--- src/rtl/hazard_sequencer.sv ---
// Pipeline control: stage enables, bubbles and flushes for the 5-stage core.
// Optional memory-wait timeout: define HAZARD_SEQUENCER_MEM_TIMEOUT_EN.
module hazard_sequencer #(
  parameter int REG_NUMBER = 5,
  parameter int ADDRESS_WIDTH = 8,
  parameter logic [ADDRESS_WIDTH-1:0] HALT_ADDR = 8'hFA,
  parameter int MAX_WAIT = 16
) (
  input  logic                     clk,
  input  logic                     rst,
  input  logic [REG_NUMBER-1:0]    id_rs1,
  input  logic [REG_NUMBER-1:0]    id_rs2,
  input  logic                     id_uses_rs2,
  input  logic [REG_NUMBER-1:0]    ex_rd,
  input  logic                     ex_mem_read,
  input  logic                     branch_taken,
  input  logic                     mem_req,
  input  logic                     mem_ready,
  input  logic [ADDRESS_WIDTH-1:0] pc,
  output logic                     pc_we,
  output logic                     if_id_we,
  output logic                     if_id_flush,
  output logic                     id_ex_we,
  output logic                     id_ex_bubble,
  output logic                     ex_mem_we,
  output logic                     mem_wb_bubble,
  output logic                     branch_en,
  output logic                     halted,
  output logic                     mem_timeout,
  output logic [15:0]              stall_count
);

  typedef enum logic [1:0] {
    RUN, LOAD_STALL, MEM_WAIT, HALT
  } state_t;

  state_t state, state_nx;
  logic   hz;
  logic   wait_done;

  assign hz = ex_mem_read && (ex_rd != '0) &&
              (ex_rd == id_rs1 ||
               (id_uses_rs2 && ex_rd == id_rs2));

`ifdef HAZARD_SEQUENCER_MEM_TIMEOUT_EN
  logic [15:0] wait_cnt;
  logic        timeout_q;

  assign wait_done = (wait_cnt == 16'(MAX_WAIT - 1));
  assign mem_timeout = timeout_q;

  // wait_cnt sits at zero outside MEM_WAIT, so entry clears it
  always_ff @(posedge clk or negedge rst) begin
    if (!rst) begin
      wait_cnt  <= '0;
      timeout_q <= 1'b0;
    end else if (state != MEM_WAIT) begin
      wait_cnt <= '0;
    end else if (mem_req && !mem_ready) begin
      if (wait_done) timeout_q <= 1'b1;
      else wait_cnt <= wait_cnt + 16'd1;
    end
  end
`else
  logic unused_max;
  assign unused_max = (MAX_WAIT != 0);
  assign wait_done = 1'b0;
  assign mem_timeout = 1'b0;
`endif

  always_comb begin
    state_nx      = state;
    pc_we         = 1'b1;
    if_id_we      = 1'b1;
    id_ex_we      = 1'b1;
    ex_mem_we     = 1'b1;
    if_id_flush   = 1'b0;
    id_ex_bubble  = 1'b0;
    mem_wb_bubble = 1'b0;
    branch_en     = 1'b1;
    halted        = 1'b0;
    if (!rst) begin
      state_nx      = RUN;
      pc_we         = 1'b0;
      if_id_we      = 1'b0;
      id_ex_we      = 1'b0;
      ex_mem_we     = 1'b0;
      if_id_flush   = 1'b1;
      id_ex_bubble  = 1'b1;
      mem_wb_bubble = 1'b1;
      branch_en     = 1'b0;
    end else begin
      unique case (state)
        RUN: begin
          if (pc >= HALT_ADDR) begin
            state_nx      = HALT;
            pc_we         = 1'b0;
            if_id_we      = 1'b0;
            id_ex_we      = 1'b0;
            ex_mem_we     = 1'b0;
            if_id_flush   = 1'b1;
            id_ex_bubble  = 1'b1;
            mem_wb_bubble = 1'b1;
            branch_en     = 1'b0;
          end else if (mem_req && !mem_ready) begin
            state_nx      = MEM_WAIT;
            pc_we         = 1'b0;
            if_id_we      = 1'b0;
            id_ex_we      = 1'b0;
            ex_mem_we     = 1'b0;
            mem_wb_bubble = 1'b1;
            branch_en     = 1'b0;
          end else if (hz) begin
            // branch is deferred to the re-evaluation cycle
            state_nx     = LOAD_STALL;
            pc_we        = 1'b0;
            if_id_we     = 1'b0;
            id_ex_bubble = 1'b1;
            branch_en    = 1'b0;
          end else begin
            if_id_flush = branch_taken;
          end
        end
        LOAD_STALL: begin
          state_nx    = RUN;
          if_id_flush = branch_taken;
        end
        MEM_WAIT: begin
          if (mem_ready) begin
            state_nx = RUN;
          end else begin
            pc_we         = 1'b0;
            if_id_we      = 1'b0;
            id_ex_we      = 1'b0;
            ex_mem_we     = 1'b0;
            mem_wb_bubble = 1'b1;
            branch_en     = 1'b0;
            if (!mem_req) state_nx = RUN;
            else if (wait_done) state_nx = HALT;
          end
        end
        HALT: begin
          pc_we         = 1'b0;
          if_id_we      = 1'b0;
          id_ex_we      = 1'b0;
          ex_mem_we     = 1'b0;
          if_id_flush   = 1'b1;
          id_ex_bubble  = 1'b1;
          mem_wb_bubble = 1'b1;
          branch_en     = 1'b0;
          halted        = 1'b1;
        end
      endcase
    end
  end

  always_ff @(posedge clk or negedge rst) begin
    if (!rst) begin
      state       <= RUN;
      stall_count <= '0;
    end else begin
      state <= state_nx;
      if (!pc_we && state != HALT && stall_count != 16'hFFFF)
        stall_count <= stall_count + 16'd1;
    end
  end

endmodule

--- config.mk ---
export PLATFORM = sky130hd
export DESIGN_NAME = hazard_sequencer
export DESIGN_NICKNAME = d
export VERILOG_FILES = /design/src/rtl/hazard_sequencer.sv
export SDC_FILE = /design/constraint.sdc
export NUM_CORES = 1
export LEC_CHECK = 0
export CORE_ASPECT_RATIO = 0.75
export CORE_MARGIN = 2
export CORE_UTILIZATION = 42
export CTS_CLUSTER_SIZE = 14
export DETAILED_ROUTE_END_ITERATION = 6
export HOLD_SLACK_MARGIN = 0.15
export PLACE_DENSITY = 0.79
export SLEW_MARGIN = 10
export SYNTH_ARGS = -nofsm -noshare
export SYNTH_HDL_FRONTEND = slang
export SYNTH_SLANG_ARGS = --single-unit
export TNS_END_PERCENT = 100
--- constraint.sdc ---
create_clock -name clk -period 2.5 [get_ports clk]
set_input_delay 0.5 -clock clk [delete_from_list [all_inputs] [get_ports clk]]
set_output_delay 0.5 -clock clk [all_outputs]
set_load 0.03 [all_outputs]
**After elaboration in Yosys (flattened, before gate mapping)**

Index checks and enable logic that the tools add are counted.

- Magnitude comparators: 1
- Add/subtract/negate cells: 1
- Mux-type cells: 34
- Equality and inequality tests: 10
- Reduce and logical (&&, ||, !) cells: 12

Operators with widths:

| operator | count |
|---|---|
| 2-to-1 mux 1 bit | 22 |
| adder 16 x 1 -> 16 bit (second input constant) | 1 |
| != test 16 bit (second input constant) | 1 |
| 2-to-1 mux 2 bit | 6 |
| case mux 1 bit (3 select lines) | 4 |
| == test 5 bit | 2 |
| greater-or-equal comparator 8 bit (second input constant) | 1 |
| logical AND 1 bit | 6 |
| case mux 2 bit (3 select lines) | 1 |
| != test 5 bit (second input constant) | 1 |
| nonzero test 5 bit | 1 |
| == test 2 bit (second input constant) | 2 |
| != test 4 x 1 -> 1 bit (second input constant) | 1 |
| != test 4 bit (second input constant) | 1 |
| AND reduction 3 bit | 1 |
| == test 2 x 1 -> 1 bit (second input constant) | 1 |
| zero test 1 bit | 2 |
| zero test 2 bit | 1 |
| != test 2 bit (second input constant) | 1 |
| case mux 1 bit (2 select lines) | 1 |
| logical OR 1 bit | 1 |

- Output and inout port bits: 26
- Word-level logic and storage cells: 60
- Flip-flop bits (word level): 18
- Input bits: 30

**Longest topological paths before layout**

- Word-level depth: 12
- Mapped depth: 9
- Mapped depth without buffers: 8

**Worst setup path after synthesis**

Ideal clock, no wire load.

- Kind: in2out
- From: input ex_rd[3]
- To: output id_ex_bubble
- Stages: 6
- Arrival time: 2120 ps
- Path slack: -120 ps
- Buffers on the path: 0
- Data required time: 2000 ps
- Path through: xor2_1 -> nor4_2 -> a32oi_1 -> o31ai_1 -> a21oi_1 -> o21ai_0

- Word-level cells in the longest chain between the ends: 9
- Elaborated cells between the ends (all ways): 12
- Those cells by class: eq/ne: 2; mux: 5; reduce/logical: 5

RTL lines:

| item | line | RTL |
|---|---|---|
| start, declared | 14 | `input logic [REG_NUMBER-1:0] ex_rd,` |
| == test 5 bit | 43 | `(id_uses_rs2 && ex_rd == id_rs2));` |
| logical AND 1 bit | 43 |  |
| logical OR 1 bit | 42 | `(ex_rd == id_rs1 \|\|` |
| logical AND 1 bit * | 41 | `assign hz = ex_mem_read && (ex_rd != '0) &&` |
| 2-to-1 mux 1 bit * | 113 | `end else if (hz) begin` |
| 2-to-1 mux 1 bit * | 105 | `end else if (mem_req && !mem_ready) begin` |
| 2-to-1 mux 1 bit * | 95 | `if (pc >= HALT_ADDR) begin` |
| case mux 1 bit (2 select lines) * | 93 | `unique case (state)` |
| 2-to-1 mux 1 bit * | 82 | `if (!rst) begin` |
| end, declared | 24 | `output logic id_ex_bubble,` |

Mark *: on every way between the ends. The rest lies on a longest branch, timed or not.

**Final worst setup path**

- From: input ex_rd[2]
- To: output id_ex_bubble

Same word-level chain as after synthesis.

==> results.ini <==
[routing]
drtIter0Drc=55
wl_mm=3.41
wl_per_cell_um=14.2
drtAntennaViolNets=0
vias=1229
drc=0
firstDrtPassIters=4
viasPerCell=5.12

[sta]
skew_ns=0.00177
finalHoldViolations=0
min_period_over_period_pct=98.6
tightest_slew_ns=0.621
slew_violations=0
fmax_mhz=405
fin_setup_tns_ns=0
finalSetupViolations=0
fin_crit_ns=2.47
slew_headroom_pct=58.5
rsz0062_at_grt=true

[flow_run]
maxCapViolations=0

[cts]
cts_made_buffers=3
cts.clk_slew.worst_paths_ns=0.06
cts_tree=yes
htreeDepth=1
insertion_delay_ns=0.25
cts.sink_count=18
clockBufferDepth=2
hold_buffers=0
cts-root-buf=clkbuf_8

[grt]
gr-total-overflow=0
grtUsageTotal_pct=21.4
grt_pass1_wl_mm=5.69
first_global_vias=1220
grt_start_max_net_pins=19
gr-usage-met3_pct=5.16
met1_usage_pct=28.0
antenna_found_initial=0
grt.busiest_layer=met2
met2_usage_pct=36.5

[placed_design]
port_buffers=53
dp.cells=236
place_area_um2=1920
gp_congestion=0.872
dp_hpwl_mm=2.74

[power]
max-vdd-ir-drop_mv=0.747
p_leak_nw=0.879
power.density_nw_per_um2=783

[yosys]
ys_ff_latch=18
syn_avg_cell_area_um2=9.44
ys_types=48
synth_cells=139
async_reset_ff_share_pct=100
synth_area_um2=1310
synth-warning-count=0
ys_seq_area_share_pct=34.3
synthFlopType=dfrtp_1
synth-edff-count=0
syn-num-nets=175

[floorplanning]
die_width_um=68.6
start_util_pct=44.4
io_pins=56
fp.dieArea_um2=3590
rows=17
design.core.area_um2=2960
die_y_um=52.4

[finish]
final_util_pct=68.0
nNetsFinal=240
final_cell_mix=30 x clkdlybuf4s50_1, 19 x buf_4, 18 x dfrtp_1
stdcell_area_um2=2010
fillers=234
final_common_cell=clkdlybuf4s50_1
area_growth_pct=53.1
fin_cells=240
drive_gt1_share_pct=26.7
antenna_cells=0

[setup_path]
arrival_ns=1.97
r2r_setup_slack_ns=0.19
r2r_cells=9
critical_path_required_ns=2.00
crit_path_start_kind=input pin
crit_fanout=3
r2r-start=state[0]
rr_endpoint=stall_count[9]
path_class=in -> out
worstSetupStartpoint=ex_rd[2]
endpoint=id_ex_bubble
cp-end-kind=output pin

[outcome]
outcome=complete, no violations

[worst_hold_path]
hold_path_class=reg -> reg

## worst max-delay path, cell delays in order
cell	delay [ns]
buf_8	0.10
xor2_2	0.17
nor4_2	0.32
a32oi_2	0.19
o31ai_1	0.25
a21oi_1	0.09
o21ai_1	0.14
buf_4	0.18
## routing by layer
metal | part of all wire, % | up-vias
met4 | 0.85 | 0
li1 | - | 613
met3 | 3.2 | 4
met1 | 45 | 589
met2 | 51 | 23
met5 | 0 | -
## repair_timing
action                                  CTS  global route
endpoints found under the setup margin    6             6
buffers inserted                          1             0
pin swaps                                16             8
gates resized for setup                  39            20
## cell usage after synthesis (3+ instances only)
master   number  area [um2]
dfrtp_1      18         450
xnor2_1      15         131
nand2_1      11        41.3
nand3_1       9        45.0
xor2_1        9        78.8
nor2_1        7        26.3
ha_1          6        75.1
a21oi_1       5        25.0
nand4_1       5        31.3
buf_4         4        30.0
inv_1         4        15.0
o21ai_0       4        20.0
and3_1        3        18.8
nor3_1        3        15.0
## flip-flops by register name, summed over array words and instances, names as in the netlist
register,count
state,2
stall_count,16
## worst min path at each step
stage | startpoint | to | slack (ns) | cells past startpoint
6_report | stall_count[10] | stall_count[10] | 0.51 | 1
3_3_place_gp | stall_count[15] | stall_count[15] | 0.49 | 1
4_1_cts | stall_count[10] | stall_count[10] | 0.52 | 1
3_5_place_dp | stall_count[15] | stall_count[15] | 0.51 | 1
2_1_floorplan | rst | stall_count[0] | 0.20 | 0
5_1_grt | stall_count[6] | stall_count[6] | 0.54 | 1
## where the power goes
part           total (mW)  internal [mW]  switching [mW]
registers           0.454          0.362          0.0926
clock network       0.198          0.107          0.0912
logic               0.920          0.422           0.498
total                1.57          0.891           0.682
## layout make-up
| type | instances | area (um2) | area share, % |
|---|---|---|---|
| Multi-Input combinational cell | 110 | 860 | 42.8 |
| Inverter | 4 | 15.0 | 0.747 |
| Clock buffer | 3 | 41.3 | 2.05 |
| Sequential cell | 18 | 450 | 22.4 |
| Tap cell | 38 | 47.5 | 2.37 |
| Timing Repair Buffer | 67 | 596 | 29.6 |
## kinds of logic (layout without fill, tap and decap cells)
family | count (synthesis) | count (layout) | share of synthesized area, %
adders and majority gates | 6 | 6 | 5.72
AOI/OAI and AO/OA | 21 | 21 | 11.7
and+or+nand+nor | 55 | 55 | 24.3
xor gates and xnor gates | 24 | 24 | 16.0
other | 1 | 1 | 0.286
buffers and inverters | 11 | 74 | 4.86
muxes | 3 | 3 | 2.76
DFF | 18 | 18 | 34.3
## stage by stage
stage	hold slack [ns]	setup WS (ns)	total power [mW]
floorplan	0.204	0.0369	1.02
global placement	0.490	-0.290	1.32
detailed placement	0.507	-0.323	1.34
CTS	0.519	-0.0149	1.56
global route	0.545	-0.0813	1.68
finish	0.510	0.0339	1.57
Power figures use the tool's default switching activity.
==> RTL edit 1, RTL diff (same flow settings) <==
Set the parameter `REG_NUMBER` to 10 (it was 5).
--- a/src/rtl/hazard_sequencer.sv
+++ b/src/rtl/hazard_sequencer.sv
@@ -1,7 +1,7 @@
 // Pipeline control: stage enables, bubbles and flushes for the 5-stage core.
 // Optional memory-wait timeout: define HAZARD_SEQUENCER_MEM_TIMEOUT_EN.
 module hazard_sequencer #(
-  parameter int REG_NUMBER = 5,
+  parameter int REG_NUMBER = 10,
   parameter int ADDRESS_WIDTH = 8,
   parameter logic [ADDRESS_WIDTH-1:0] HALT_ADDR = 8'hFA,
   parameter int MAX_WAIT = 16
Ports: changed (resized ex_rd, id_rs1 and id_rs2); port bits go from 56 to 71. The function was not compared with the original's and may differ.
==> RTL edit 1 against the unedited design <==
Total power is 16% higher; sequential share of layout area down 5.2 points; the run now ends with negative setup slack left; sequential cell count unchanged; global-route usage grew 4.2 points; synthesized area grew 9.4%; routed wire length grew 59%; design area up 30%; largest power group unchanged; setup slack worse by 0.32 ns; critical path type unchanged.
==> RTL edit 1: results (changes against the unedited design) <==
cts_resized: 101  # +160%
critPathTopFamily: "simple AND/OR/NAND/NOR gates"
grt_use_total_pct: 25.6  # +4.2 points
power_leakage_uw: 0.00121  # +38%
p_comb_uw: 1140  # +24%
io_buffers: 68  # +28%
synth_area_per_cell_sq_um: 9.21  # -2.5%
synth_top_cell_area_share_pct: 31.4  # -3.0 points
intPower_uw: 1020  # +15%
grt_pass1_vias: 1502  # +23%
holdWs_ns: 0.508  # -0.00160 ns
fin_tns_setup_ns: -1.72  # -1.72 ns
grt_first_pass_wirelength_um: 7510  # +32%
final_nets: 300  # +25%
hold_end: "stall_count[6]"
arrival_ns: 2.29  # +0.32 ns
vias_per_cell: 5.41  # +5.7%
post-cts-setup-buffers: 7  # +6
synth_commonest_cells: "xor2_1, dfrtp_1, xnor2_1"
status: "finished with violations"
violations: "negative setup slack"
place_ws_ns: -0.623  # -0.300 ns
dr.first_iter.drc_count: 111  # +100%
route.met2.wl_um: 2850  # +63%
vias: 1559  # +27%
critPathSlowestCell: "or3_4"
placed_area_sq_um: 2260  # +18%
met1_length_um: 2290  # +50%
seqPwrFrac_pct: 24.0  # -4.9 points
yosysUniqueCellTypes: 37  # -23%
gp_congestion: 0.869  # -0.34%
sequentialPower_uw: 438  # -4%
vdd_drop_max_v: 0.000624  # -16%
dpl.hpwl_um: 3600  # +32%
globalRouteMet1Util_pct: 32.6  # +4.7 points
setup_ws_ns: -0.289  # -0.323 ns
drive_gt1_share_pct: 41.1  # +14 points
grt_use_met2_pct: 46.8  # +10 points
syn_nets: 207  # +18%
setup_viol: 12  # +12
critPathMaxStageDelay_ns: 0.45  # +0.13 ns
seq_area_frac_synth_pct: 31.4  # -3.0 points
grt_max_degree: 15  # -4
crit_start: "ex_rd[6]"
r2r-end: "stall_count[14]"
## RTL edit 1: layout make-up
type | count | area (sq um)
multi-input cells | 122 | 1160
inverters | 8 | 30.0
fillers | 208 | 678
repair buffers | 96 | 867
flip-flops and latches | 18 | 450
clock buffers | 4 | 55.1
well taps | 40 | 50.0
## RTL edit 1: worst max-delay path by stage
stage / endpoint / slack, ns / cells after the start
final: if_id_flush / -0.29 / 11
after global routing: if_id_flush / -0.36 / 11
after CTS: pc_we / -0.28 / 7
after detailed placement: stall_count[14] / -0.62 / 10
after global placement: if_id_flush / -0.55 / 9
after floorplan: if_id_we / -0.25 / 6
## RTL edit 1: cells by family (layout without fill, tap and decap cells)
family / count (synthesis) / in the layout / synth area share [%]
buf+inv: 16 / 108 / 5.75
flops: 18 / 18 / 31.4
simple gates: 59 / 59 / 22.2
xor+xnor: 34 / 34 / 20.7
other cells: 1 / 1 / 0.261
compound gates: 18 / 18 / 11.5
mux: 4 / 4 / 2.96
fa+ha+maj: 6 / 6 / 5.23
==> RTL edit 2, RTL diff (config.mk and constraints unchanged) <==
Made on the original files. Put one more register stage on the output `stall_count`, cleared by the reset. The value now appears one clock later. The other outputs are not delayed to match.
--- a/src/rtl/hazard_sequencer.sv
+++ b/src/rtl/hazard_sequencer.sv
@@ -33,6 +33,8 @@
   typedef enum logic [1:0] {
     RUN, LOAD_STALL, MEM_WAIT, HALT
   } state_t;
+
+  logic [15:0] stall_count_s0;
 
   state_t state, state_nx;
   logic   hz;
@@ -157,11 +159,19 @@
   always_ff @(posedge clk or negedge rst) begin
     if (!rst) begin
       state       <= RUN;
+      stall_count_s0 <= '0;
+    end else begin
+      state <= state_nx;
+      if (!pc_we && state != HALT && stall_count_s0 != 16'hFFFF)
+        stall_count_s0 <= stall_count_s0 + 16'd1;
+    end
+  end
+
+  always_ff @(posedge clk or negedge rst) begin
+    if (!rst) begin
       stall_count <= '0;
     end else begin
-      state <= state_nx;
-      if (!pc_we && state != HALT && stall_count != 16'hFFFF)
-        stall_count <= stall_count + 16'd1;
+      stall_count <= stall_count_s0;
     end
   end
 
Function: changed (Yosys sat finds a counterexample within 4 cycles, from zero or initial values and one cycle with rst low).
==> RTL edit 2 against the unedited design <==
The run now ends with negative setup slack left; largest power group unchanged; sequential cell count rose by 16; maximum frequency fell by 1.8%; largest cell class is now flip-flops and latches; highest routed layer unchanged; setup slack got worse by 0.046 ns; critical endpoint is now if_id_flush; total power rose by 26%; routed wire length rose by 15%; synthesized area rose by 30%; design area rose by 27%.
==> RTL edit 2: results (changes against the unedited design) <==
critPathTopFamily: "simple AND/OR/NAND/NOR gates"
met3_usage_pct: 5.18  # +0.022 points
n_all_inverters: 7  # +3
status: "finished with violations"
setup_ws_ns: -0.0121  # -0.0460 ns
power_leakage_uw: 0.00119  # +36%
placed_area_sq_um: 2390  # +25%
layout.cells.non_filler: 285  # +19%
hp-class: "input port to asynchronous set/reset pin"
met1_length_um: 1890  # +24%
grt_max_degree: 41  # +22
setup_viol: 1  # +1
critPathMaxStageDelay_ns: 0.52  # +0.20 ns
skew_ns: 0.00311  # +0.00133 ns
synth_commonest_cells: "dfrtp_1, xnor2_1, nand2_1"
yosysUniqueCellTypes: 38  # -21%
synth.area.top_cells: "dfrtp_1, xnor2_1, ha_1"
fillers: 310  # +32%
globalRouteMet1Util_pct: 26.2  # -1.7 points
buffer_area_share_pct: 26.2  # -3.5 points
multi_input_area_sq_um: 842  # -2.0%
arrival_ns: 2.01  # +0.04 ns
final_nets: 265  # +10%
seq_area_frac_synth_pct: 49.9  # +16 points
cp_max_fo: 2  # -1
nClkBuffers: 7  # +4
multi_input_gates: 105  # -4.5%
clk_share_pct: 3.59  # +1.5 points
grt_first_pass_wirelength_um: 6620  # +16%
p_per_area_nw_per_um2: 781  # -0.24%
gp_congestion: 0.800  # -8.3%
sh_seq_area_pct: 33.4  # +11 points
h-tree-depth: 2  # +1
violations: "negative setup slack"
cts_buffers: 5  # +2
reg_top3: "stall_count x16, stall_count_s0 x16, state x2"
vias: 1417  # +15%
dpl.hpwl_um: 2920  # +6.5%
syn_nets: 189  # +8.0%
dr.first_iter.drc_count: 87  # +58%
p_sw_share_pct: 36.0  # -7.4 points
wl_met3_um: 182  # +67%
grt_use_met2_pct: 27.7  # -8.8 points
rows: 20  # +3
post-cts-setup-buffers: 2  # +1
-- RTL edit 2: kinds of logic (layout without fill, tap and decap cells) --
logic type	after synthesis	count (layout)	synth area share, %
AND/OR/NAND/NOR	51	51	17.0
flip-flops	34	34	49.9
XOR/XNOR	23	23	11.8
AO/OA/AOI/OAI	19	19	9.09
buffers and inverters	14	91	4.47
adder cells (fa/ha/maj)	6	6	4.40
multiplexers	5	5	3.15
other	1	1	0.220
-- RTL edit 2: worst paths after layout --
kind	slack, ns	cells past startpoint	startpoint	endpoint
worst max-delay path	-0.01	8	ex_rd[3]	if_id_flush
worst min-delay path	0.34	2	rst	stall_count_s0[4]
worst max register to register	0.33	8	state[0]	stall_count_s0[5]
worst min register to register	0.42	0	stall_count_s0[12]	stall_count[12]
max in group asynchronous	1.84	2	rst	stall_count_s0[13]
min in group clk	0.42	0	stall_count_s0[12]	stall_count[12]
